--- config.mk ---
export PLATFORM = sky130hd
export DESIGN_NAME = fetch_ras
export DESIGN_NICKNAME = d
export VERILOG_FILES = /design/src/rtl/fetch_ras.sv
export SDC_FILE = /design/constraint.sdc
export NUM_CORES = 1
export LEC_CHECK = 0
export CORE_MARGIN = 5
export CORE_UTILIZATION = 55
export CTS_BUF_LIST = sky130_fd_sc_hd__clkbuf_8
export CTS_CLUSTER_SIZE = 14
export DETAILED_ROUTE_END_ITERATION = 6
export PLACE_DENSITY = 0.86
export SLEW_MARGIN = 20
export SYNTH_ARGS = -nofsm -noshare
export SYNTH_HDL_FRONTEND = slang
export SYNTH_SLANG_ARGS = --single-unit
--- constraint.sdc ---
create_clock -name clk -period 4 [get_ports clk]
set_input_delay 1.2 -clock clk [delete_from_list [all_inputs] [get_ports clk]]
set_output_delay 1.2 -clock clk [all_outputs]
set_load 0.05 [all_outputs]
--- src/rtl/fetch_ras.sv ---
// Return-address stack for the fetch stage: pushes link addresses on calls,
// pops on returns, and exposes tos/count for branch-recovery checkpointing.
module fetch_ras #(
  parameter int unsigned LG_DEPTH = 3,
  parameter int unsigned XLEN     = 64
) (
  input  logic                clk,
  input  logic                reset,
  input  logic                fetch_valid,
  input  logic [3:0]          fetch_pd,
  input  logic [XLEN-1:0]     fetch_pc,
  input  logic                restore_valid,
  input  logic [LG_DEPTH-1:0] restore_tos,
  input  logic [LG_DEPTH:0]   restore_count,
  output logic [XLEN-1:0]     ret_pc,
  output logic                ret_valid,
  output logic [LG_DEPTH-1:0] tos,
  output logic [LG_DEPTH:0]   count
);

  localparam int unsigned       DEPTH = 2 ** LG_DEPTH;
  localparam logic [LG_DEPTH:0] FULL  = (LG_DEPTH+1)'(DEPTH);

  typedef enum logic [3:0] {
    PD_NONE  = 4'd0,
    PD_COND  = 4'd1,
    PD_RET   = 4'd2,
    PD_J     = 4'd3,
    PD_JR    = 4'd4,
    PD_JAL   = 4'd5,
    PD_JALR  = 4'd6
  } pd_e;

  logic [XLEN-1:0]     entry [DEPTH];
  logic                push;
  logic                pop;
  logic [LG_DEPTH-1:0] tos_inc;
  logic [LG_DEPTH-1:0] tos_dec;

  always_comb begin
    push    = fetch_valid && (fetch_pd == PD_JAL || fetch_pd == PD_JALR);
    pop     = fetch_valid && (fetch_pd == PD_RET) && (count != '0);
    tos_inc = tos + LG_DEPTH'(1);
    tos_dec = tos - LG_DEPTH'(1);
  end

  // Reset beats restore, restore beats any same-cycle push/pop.
  // A push into a full stack wraps and silently overwrites the oldest entry.
  always_ff @(posedge clk) begin
    if (reset) begin
      tos   <= '0;
      count <= '0;
      entry <= '{default: '0};
    end else if (restore_valid) begin
      tos   <= restore_tos;
      count <= restore_count;
    end else if (push) begin
      entry[tos_inc] <= fetch_pc + XLEN'(4);
      tos            <= tos_inc;
      if (count != FULL) count <= count + (LG_DEPTH+1)'(1);
    end else if (pop) begin
      tos   <= tos_dec;
      count <= count - (LG_DEPTH+1)'(1);
    end
  end

  always_comb begin
    ret_valid = (count != '0);
    ret_pc    = ret_valid ? entry[tos] : '0;
  end

endmodule

==> metrics, run 1 <==
Hold Crit Class=reg -> reg; ANT nets after route=0; # DRC=0; worst-margin pin slew=1.06 ns; clk root buf=clkbuf_8; top cell family by delay on the critical path=multiplexers; drt wl/cell=20.9 um; die width=roughly 210 um; clk_skew=roughly 0.026 ns; final std cells w/o fill=between 2k and 3k; placed cell count=about 2.8k; largest family of logic cells by synthesized area=compound AO/OA/AOI/OAI gates; most used cell along the critical path=buf_4; GR Overflow Total=0; PD cells=between 400 and 500 mW/mm2; num rows=74; nets=~2.5k; Synth Flop Type=dfxtp_1; vias=~19k; Pwr Total=approximately 11 mW; DR pass1 iterations=6; Fin Hold WS=about 0.50 ns; vias in the first global route=~19k; DP HPWL=between 30,000 and 40,000 um; status=completed; RSZ-0062 raised after global routing=false; FF-to-FF End=entry[141]; fraction of layout cells with a size suffix above 1=18.4%; Setup CP Type=reg -> out; fmax=257 MHz; synth top area cells=dfxtp_1 (46%), a211oi_1 (15%), mux4_2 (13%), nor2_1 (9.4%), mux2i_1 (4.0%); pin count of the biggest net entering global routing=~200; hold_buf cts=0; DIE AREA=0.0453 mm2; clk buf depth=3; Compound-Gate Fraction of Synth Area=17.2%; Bufs and invs on worst path=3; TritonCTS Buffers=83; GRT Total Usage=between 20% and 30%; Antenna diodes=0; I/O Buffers=150; Post-Synthesis Cell Area=around 0.023 mm2; internal reg-to-reg setup slack=approximately 0.8 ns; Slew headroom=between 20% and 30%; HP Start=entry[170]; RePlAce Congestion=0.848; DRT iter0 DRCs=approximately 1.7k; Simple-Gate Fraction of Synth Area=between 10% and 20%; Critical Path Max Stage Delay=approximately 0.56 ns; min cycle time layout=3.89 ns; initial antenna violation count=1; VDD IR max=~0.00029 V; Yosys top cell area share=45.9%; Mapped Avg Cell Area=9.96 um2; Leak=8.79 nW; adder-cell share of the synthesized area=less than 1%; height of the die=213 um; EDFF count, synth=0; CTS sink count=around 520; final hold vios=0; r2r startpoint=tos[0]; final worst-path cycle share=a little over nine tenths; Syn. warnings=0; synth-to-layout area growth=19.1%; core area=slightly above 0.04 mm2; Worst-path clk slew=0.06 ns; Seq/Total Area, Yosys=approximately 46%; Cell variety after synth=between 40 and 50; worst-path maximum fanout=9; Crit. End Element=primary output; FF-to-FF path depth=10; CP Launch Type=flop; DRT Wirelength=around 63,000 um; clock latency on the worst-skew pair=between 0.6 and 0.7 ns; Hold EP=entry[170]; worst path required time=around 2.8 ns; first-pass GRT wire length=approximately 100,000 um; XOR/XNOR Fraction of Synth Area=roughly 2.6%; largest area contributor in the netlist=dfxtp_1; Max-cap violations=0; fin util=66.2%; final setup fails=0; Starting Density=a little under three fifths; Async SR Flop Fraction=0%; WP data arrival=2.69 ns; io pins=~150; Synth Register Bits=approximately 520; fin. max-slew vios=0; CTS tree=done; hold depth=2; Syn Nets=between 2k and 2.5k; post-synthesis mux area share=roughly 17%; Synth Instances=roughly 2.3k; final setup TNS=0 ns; via density per instance=6.28; slowest cell on the critical path=mux4_2; H-tree depth=3; CP Cell Sequence=buf_6, buf_4, mux4_2, mux2i_2, nor2_1, buf_4
-- layout make-up --
class | instances | area [um2]
multi-input cells | 1529 | 11400
well taps | 532 | 666
clock inverters | 32 | 231
repair buffers | 256 | 2640
clock buffers | 117 | 1610
inverters | 9 | 33.8
flip-flops and latches | 519 | 10400
fillers | 2925 | 13800
-- Yosys cell counts, types with 2 or more instances --
library cell / count
a211oi_1: 452
a211oi_2: 5
a21oi_1: 39
a22oi_1: 2
and3_1: 13
and4_1: 8
and4b_1: 2
buf_1: 13
buf_2: 65
clkbuf_1: 136
dfxtp_1: 519
ha_1: 5
inv_1: 9
mux2i_1: 90
mux4_2: 128
nand2_1: 28
nand2b_1: 2
nand3_1: 21
nand4_1: 17
nand4b_1: 2
nor2_1: 565
nor2_2: 3
nor2b_1: 4
nor3_1: 14
nor4_1: 9
nor4_4: 2
o21ai_0: 35
or3_1: 2
or3_4: 2
xnor2_1: 35
xnor2_2: 2
xor2_1: 28
-- placed cells by master, fill, tap and decap left out, types with 3 or more instances in the layout --
cell type	count
clkdlybuf4s50_1	86
mux2i_1	88
mux4_2	128
nor2_4	6
nand3_1	21
clkinvlp_4	3
xor2_1	28
ha_1	5
nor4_1	8
a211oi_1	452
a211oi_2	5
clkinv_2	9
xnor2_1	35
dfxtp_1	516
nor2_1	562
o21ai_0	35
bufinv_16	3
a21oi_1	39
dlygate4sd2_1	11
inv_1	23
dfxtp_4	3
nor3_1	13
clkbuf_8	117
nand4_1	17
buf_4	119
nand2_1	28
and3_1	13
nor2b_1	4
buf_6	4
buf_12	32
and4_1	8
-- metrics by stage --
step / cell area [um2] / setup slack, ns
floorplan: 22600 / 0.00941
global placement: 25000 / 0.186
detailed placement: 25000 / 0.0695
CTS: 26900 / -0.00155
global route: 26900 / 0.0270
finish: 26900 / 0.114
-- state kept, by name (all words and copies together), names as in the netlist --
register	flops
count	4
tos	3
entry	512
-- how the worst max path moves through the flow --
stage / from / end / slack (ns) / cells past startpoint
after floorplan: tos[0] / ret_pc[19] / 0.009 / 7
after global placement: fetch_pc[2] / entry[435] / 0.19 / 8
after detailed placement: fetch_pc[17] / entry[499] / 0.07 / 7
after CTS: tos[0] / ret_pc[45] / -0.002 / 6
after global routing: tos[0] / ret_pc[2] / 0.03 / 6
final: tos[0] / ret_pc[2] / 0.11 / 6
-- metal layers --
layer | global-route usage [%] | part of all wire [%]
met2 | 44.2 | 48
met4 | 10.2 | 2.9
met5 | 0 | 0
met1 | 36.1 | 41
met3 | 5.66 | 8.7
-- tightest hold or removal path, cell delays in order (launching register included) --
cell,delay (ns)
dfxtp_1,0.30
nor2_1,0.09
a211oi_1,0.05
-- repair_timing --
| item | in CTS | in global routing |
|---|---|---|
| setup buffers | 5 | 3 |
| cloned | 1 | 1 |
| resized for setup | 17 | 1 |
| endpoints found under the setup margin | 34 | 17 |
-- cell families after synthesis --
group	Yosys count
compound gates	539
xor+xnor	65
fa+ha+maj	6
buf+inv	223
flops	519
mux	218
simple gates	701
-- power breakdown --
part / leakage [nW] / switching (mW) / internal, mW / total [mW]
sequential: 4.18 / 0.0416 / 5.21 / 5.25
combinational: 3.60 / 0.600 / 0.380 / 0.980
clock: 1.01 / 2.13 / 2.79 / 4.92
(Power assumes the default switching activity.)
==> run 2, diff against run 1 <==
--- a/config.mk
+++ b/config.mk
@@ -10,6 +10,7 @@
 export CTS_BUF_LIST = sky130_fd_sc_hd__clkbuf_8
 export CTS_CLUSTER_SIZE = 14
 export DETAILED_ROUTE_END_ITERATION = 6
+export MAX_ROUTING_LAYER = met4
 export PLACE_DENSITY = 0.86
 export SLEW_MARGIN = 20
 export SYNTH_ARGS = -nofsm -noshare
==> metrics, run 2 (synthesis gave the netlist of run 1 again) <==
GR Overflow Total=0 (unchanged); final worst-path cycle share=97.4% (+0.31 points); io pins=151 (unchanged); fmax=257 MHz (-0.32%); fin. max-slew vios=0 (unchanged); Crit. Startpoint=tos[0]; initial antenna violation count=0 (-1); Gate power share=8.8% (about the same); Levels on crit path=6 (unchanged); r2r startpoint=tos[0]; die width=213 um (unchanged); Leak=8.79 nW (about the same); # DRC=1 (+1); FF-to-FF End=entry[141]; WP data arrival=2.70 ns (about the same); CP Cell Sequence=buf_6, buf_4, mux4_2, mux2i_2, nor2_1, buf_4; internal reg-to-reg setup slack=0.80 ns (about the same); DRT iter0 DRCs=1,685 (+1.3%); Pint=8.38 mW (about the same); synth-to-layout area growth=19.1% (about the same); final hold vios=0 (unchanged); CTS tree=done; end of the critical path=ret_pc[2]; Fin Hold WS=0.496 ns (-0.000190 ns); final setup TNS=0 ns (unchanged); PD cells=413 mW/mm2 (about the same); Bufs and invs on worst path=3 (unchanged); status=complete, but fails checks; Critical Path Max Stage Delay=0.56 ns (about the same); via density per instance=6.26 (-0.27%); most used cell along the critical path=buf_4; clk buf depth=3 (unchanged); first-pass GRT wire length=100,000 um (about the same); sequential share of power=47.1% (about the same); TritonCTS Buffers=83 (unchanged); Top reg by flops=entry; vias=18.8k (-0.24%); clk_skew=0.0224 ns (-0.00380 ns); Net Switching=2.76 mW (-0.11%); num rows=74 (unchanged); top flop regs=entry: 512 flops, count: 4 flops, tos: 3 flops; DRT Wirelength=62,700 um (unchanged); Sw Ratio=24.8% (about the same); core area=0.0407 mm2 (unchanged); RePlAce Congestion=0.861 (+1.6%); H-tree depth=3 (unchanged); DR pass1 iterations=7 (+1); vias in the first global route=19.1k (-0.13%); DP HPWL=38,600 um (unchanged); worst-path maximum fanout=9 (unchanged); fraction of layout cells with a size suffix above 1=18.4% (unchanged); I/O Buffers=150 (unchanged); pin count of the biggest net entering global routing=201 (unchanged); GRT Total Usage=28.0% (+0.84 points); Slew headroom=28.2% (-0.42 points); worst-margin pin slew=1.07 ns (+0.00623 ns); Crit. End Element=primary output; FF-to-FF path depth=10 (unchanged); RSZ-0062 raised after global routing=false; Clock Power Share=44.1% (about the same); Hold Crit Class=reg -> reg; DIE AREA=0.0453 mm2 (unchanged); slowest cell on the critical path=mux4_2; Setup CP Type=reg -> out; failing checks=design-rule violations; ANT nets after route=0 (unchanged); most frequent cells in the layout=nor2_1 (562), dfxtp_1 (516), a211oi_1 (452), mux4_2 (128), buf_4 (119); number of fill cells=2,924 (-0.034%); clock latency on the worst-skew pair=0.64 ns (about the same); VDD IR max=0.000288 V (about the same); footprint of the multi-input gates=0.0114 mm2 (unchanged); max FFs per register=512 (unchanged); worst path required time=2.80 ns (about the same); commonest non-fill, non-tap cell in the layout=nor2_1; final setup fails=0 (unchanged); Reg area=0.0104 mm2 (unchanged); Max-cap violations=0 (unchanged); top cell family by delay on the critical path=multiplexers; Worst-path clk slew=0.06 ns (about the same); height of the die=213 um (unchanged); drt wl/cell=20.9 um (about the same); CP Launch Type=flop; Starting Density=55.5% (unchanged); CTS sink count=519 (unchanged); nets=2,483 (unchanged); clk root buf=clkbuf_8; min cycle time layout=3.90 ns (+0.0124 ns)
-- run 2: cell types whose count changed in the layout (fill, tap and decap cells not counted), sizes merged --
cell | previous run | this run
diode | 0 | 1
-- run 2: power by group through the flow --
stage               Sequential [mW]  Clock, mW  Combinational [mW]
floorplan                      5.36          0               0.570
global placement               5.37          0               0.903
detailed placement             5.37          0               0.922
CTS                            5.25       4.94               0.958
global route                   5.25       5.20                1.04
finish                         5.25       4.91               0.981
-- run 2: stage by stage --
stage	instance area (um2)	util [%]	power (mW)	cells	worst slack, ns
2_1_floorplan	22600	-	5.93	2271	0.00941
3_3_place_gp	25000	61.3	6.27	2835	0.186
3_5_place_dp	25000	61.3	6.29	2835	0.0695
4_1_cts	26900	66.0	11.2	2990	-0.00155
5_1_grt	26900	66.2	11.5	2994	0.0269
6_report	27000	66.2	11.1	2995	0.102
-- run 2: worst min-delay path by stage --
stage                          start          to  slack, ns  cells after the start
after global placement    entry[320]  entry[320]       0.47                      2
after CTS                  entry[69]   entry[69]       0.50                      2
after floorplan           entry[320]  entry[320]       0.45                      2
after global routing        entry[8]    entry[8]       0.51                      2
after detailed placement  entry[257]  entry[257]       0.49                      2
final                     entry[220]  entry[220]       0.50                      2
-- run 2: timing repair --
item                       CTS  global route
hold buffers                 0             0
gates resized for setup     17             1
cloned                       1             1
setup endpoints to repair   34            17
setup buffers                5             3
-- run 2: layout make-up --
cell class                 count  area share, %
clock buffer                 117           5.97
multi-input combinational   1529           42.2
tap                          532           2.47
inverter                       9          0.125
sequential                   519           38.6
clock inverter                32          0.859
timing repair buffer         256           9.78
antenna                        1        0.00928
-- run 2: worst reg2reg max path, delay by kind of cell (launching register included) --
family | cells | cell delay (ns)
flip-flops | 1 | 0.45
XOR/XNOR | 1 | 0.23
adder cells (fa/ha/maj) | 1 | 0.21
AO/OA/AOI/OAI | 1 | 0.31
buffers and inverters | 4 | 1.15
AND/OR/NAND/NOR | 3 | 0.72
-- run 2: routing by layer --
| layer | track usage [%] | vias to the layer above | part of all wire (%) |
|---|---|---|---|
| met4 | 10.3 | 0 | 2.8 |
| met1 | 36.2 | 9042 | 40 |
| li1 | - | 8628 | - |
| met5 | - | - | 0 |
| met2 | 44.2 | 939 | 48 |
| met3 | 5.47 | 152 | 8.9 |
==> run 3, diff against run 2 <==
--- a/config.mk
+++ b/config.mk
@@ -11,7 +11,7 @@
 export CTS_CLUSTER_SIZE = 14
 export DETAILED_ROUTE_END_ITERATION = 6
 export MAX_ROUTING_LAYER = met4
-export PLACE_DENSITY = 0.86
+export PLACE_DENSITY = 0.89
 export SLEW_MARGIN = 20
 export SYNTH_ARGS = -nofsm -noshare
 export SYNTH_HDL_FRONTEND = slang
==> constraint.sdc (replaced) <==
create_clock -name clk -period 3.4 [get_ports clk]
set_input_delay 1.02 -clock clk [delete_from_list [all_inputs] [get_ports clk]]
set_output_delay 1.02 -clock clk [all_outputs]
set_load 0.05 [all_outputs]
==> metrics, run 3 (synthesis gave the netlist of run 1 again) <==
Top reg by flops=entry; Worst-path clk slew=0.06 ns (about the same); GRT Total Usage=33.8% (+5.8 points); vias in the first global route=21.4k (+12%); core area=0.0407 mm2 (unchanged); placed cell count=2,918 (+2.9%); worst path required time=2.38 ns (-0.42 ns); DIE AREA=0.0453 mm2 (unchanged); final std cells w/o fill=3,124 (+4.3%); min cycle time layout=~3.6 ns; Bufs and invs on worst path=4 (+1); DP HPWL=42,100 um (+9.2%); FF-to-FF path depth=8 (-2); internal reg-to-reg setup slack=0.17 ns (-0.63 ns); RePlAce Congestion=0.846 (-1.7%); DRT Wirelength=89,100 um (+42%); # DRC=37 (+36); DR pass1 iterations=7 (unchanged); ANT nets after route=0 (unchanged); fraction of layout cells with a size suffix above 1=27.2% (+8.8 points); vias=22.4k (+19%); H-tree depth=3 (unchanged); TritonCTS Buffers=82 (-1.2%); clk_skew=0.0298 ns (+0.00739 ns); drt wl/cell=28.5 um (+36%); fmax=approximately 280 MHz; Cell Area, Placed=0.0262 mm2 (+4.9%); CTS sink count=519 (unchanged); io pins=151 (unchanged); CP Launch Type=flop; first-pass GRT wire length=118,000 um (+18%); via density per instance=7.17 (+14%); CTS tree=done; Critical Path Max Stage Delay=0.51 ns (-0.05 ns); status=complete, but fails checks; r2r startpoint=tos[2]; GR Util met1=38.5% (+2.3 points); end of the critical path=ret_pc[22]; final worst-path cycle share=107%; PD cells=449 mW/mm2 (+8.6%); fin area=0.0296 mm2 (+9.9%); top flop regs=entry: 512 flops, count: 4 flops, tos: 3 flops; met3 GRT Util=8.17% (+2.7 points); DP Worst Slack=-0.393 ns (-0.463 ns); slowest cell on the critical path=mux4_2; VDD IR max=0.000297 V (+3.1%); failing checks=design-rule violations, negative setup slack; clk buf depth=3 (unchanged); worst-margin pin slew=1.23 ns (+0.157 ns); Levels on crit path=7 (+1); fin. max-slew vios=0 (unchanged); final hold vios=0 (unchanged); Hold Crit Class=reg -> reg; Max-cap violations=0 (unchanged); DRT iter0 DRCs=3,664 (+120%); FF-to-FF End=entry[422]; commonest non-fill, non-tap cell in the layout=dfxtp_1; num rows=74 (unchanged); Crit. End Element=primary output; pin count of the biggest net entering global routing=208 (+3.5%); Setup CP Type=reg -> out; fin util=72.7% (+6.6 points); RSZ-0062 raised after global routing=true; clk root buf=clkbuf_8; hold_buf cts=0 (unchanged); die width=213 um (unchanged); final setup TNS=-3.86 ns (-3.86 ns); WP data arrival=2.61 ns (-0.09 ns); I/O Buffers=150 (unchanged); most frequent cells in the layout=dfxtp_1 (516), nor2_1 (498), a211oi_1 (452), buf_4 (174), mux4_2 (128); max FFs per register=512 (unchanged); initial antenna violation count=1 (+1); Leak=9.64 nW (+9.6%); top cell family by delay on the critical path=multiplexers; nets=2,615 (+5.3%); synth-to-layout area growth=30.9%; worst-path maximum fanout=7 (-2); height of the die=213 um (unchanged); Starting Density=55.5% (unchanged); CP Cell Sequence=buf_12, buf_16, buf_4, mux4_2, mux2i_4, nor2_4, buf_8; Crit. Startpoint=tos[0]; met2 Track Usage GR=54.0% (+9.7 points); final setup fails=61 (+61); GR Overflow Total=0 (unchanged); Slew headroom=17.7% (-11 points); Worst Slack Setup Final=-0.232 ns (-0.334 ns); global routing's busiest layer=met2; clock latency on the worst-skew pair=0.66 ns (+0.02 ns)
run 3: cell type report:
class                           count  area, um2
Inverter                            9       33.8
Clock buffer                      105       1450
Multi-Input combinational cell   1529      12400
Sequential cell                   519      10400
Tap cell                          532        666
Fill cell                        2321      11100
Clock inverter                     40        195
Antenna cell                        1       2.50
Timing Repair Buffer              389       4460
run 3: worst reg2reg max path, cell delays in order (launching register included):
cell and delay [ns]:
dfxtp_4 0.69, buf_4 0.31, xor2_1 0.12, or3_1 0.52
nor3_4 0.26, buf_4 0.27, buf_12 0.19, nor2_1 0.13
a211oi_1 0.57
run 3: timing repair:
item                                    CTS  global route
gates cloned                              7             8
pin swaps                                 2            11
endpoints found under the setup margin   65            68
endpoints found under the hold margin     0             0
setup buffers                            23            27
resized for setup                       136            72
run 3: metrics by stage:
step	total power, mW	hold slack [ns]
floorplan	7.06	0.455
global route	13.6	0.517
CTS	12.9	0.496
detailed placement	7.53	0.481
global placement	7.50	0.467
finish	13.3	0.497
run 3: worst min-delay path by stage:
| stage | from | to | depth (start not counted) |
|---|---|---|---|
| global route | entry[384] | entry[384] | 2 |
| global placement | entry[259] | entry[259] | 2 |
| finish | entry[174] | entry[174] | 2 |
| detailed placement | entry[129] | entry[129] | 2 |
| floorplan | entry[320] | entry[320] | 2 |
| CTS | entry[419] | entry[419] | 2 |
run 3: layer usage:
layer	part of all wire [%]	vias to the layer above
met5	0	-
met4	10	0
met3	13	899
met2	44	2181
met1	32	10400
li1	-	8914
run 3: power breakdown:
part	switching [mW]	internal, mW
clock network	2.65	2.84
registers	0.0542	6.13
logic	0.966	0.671
total	3.67	9.64
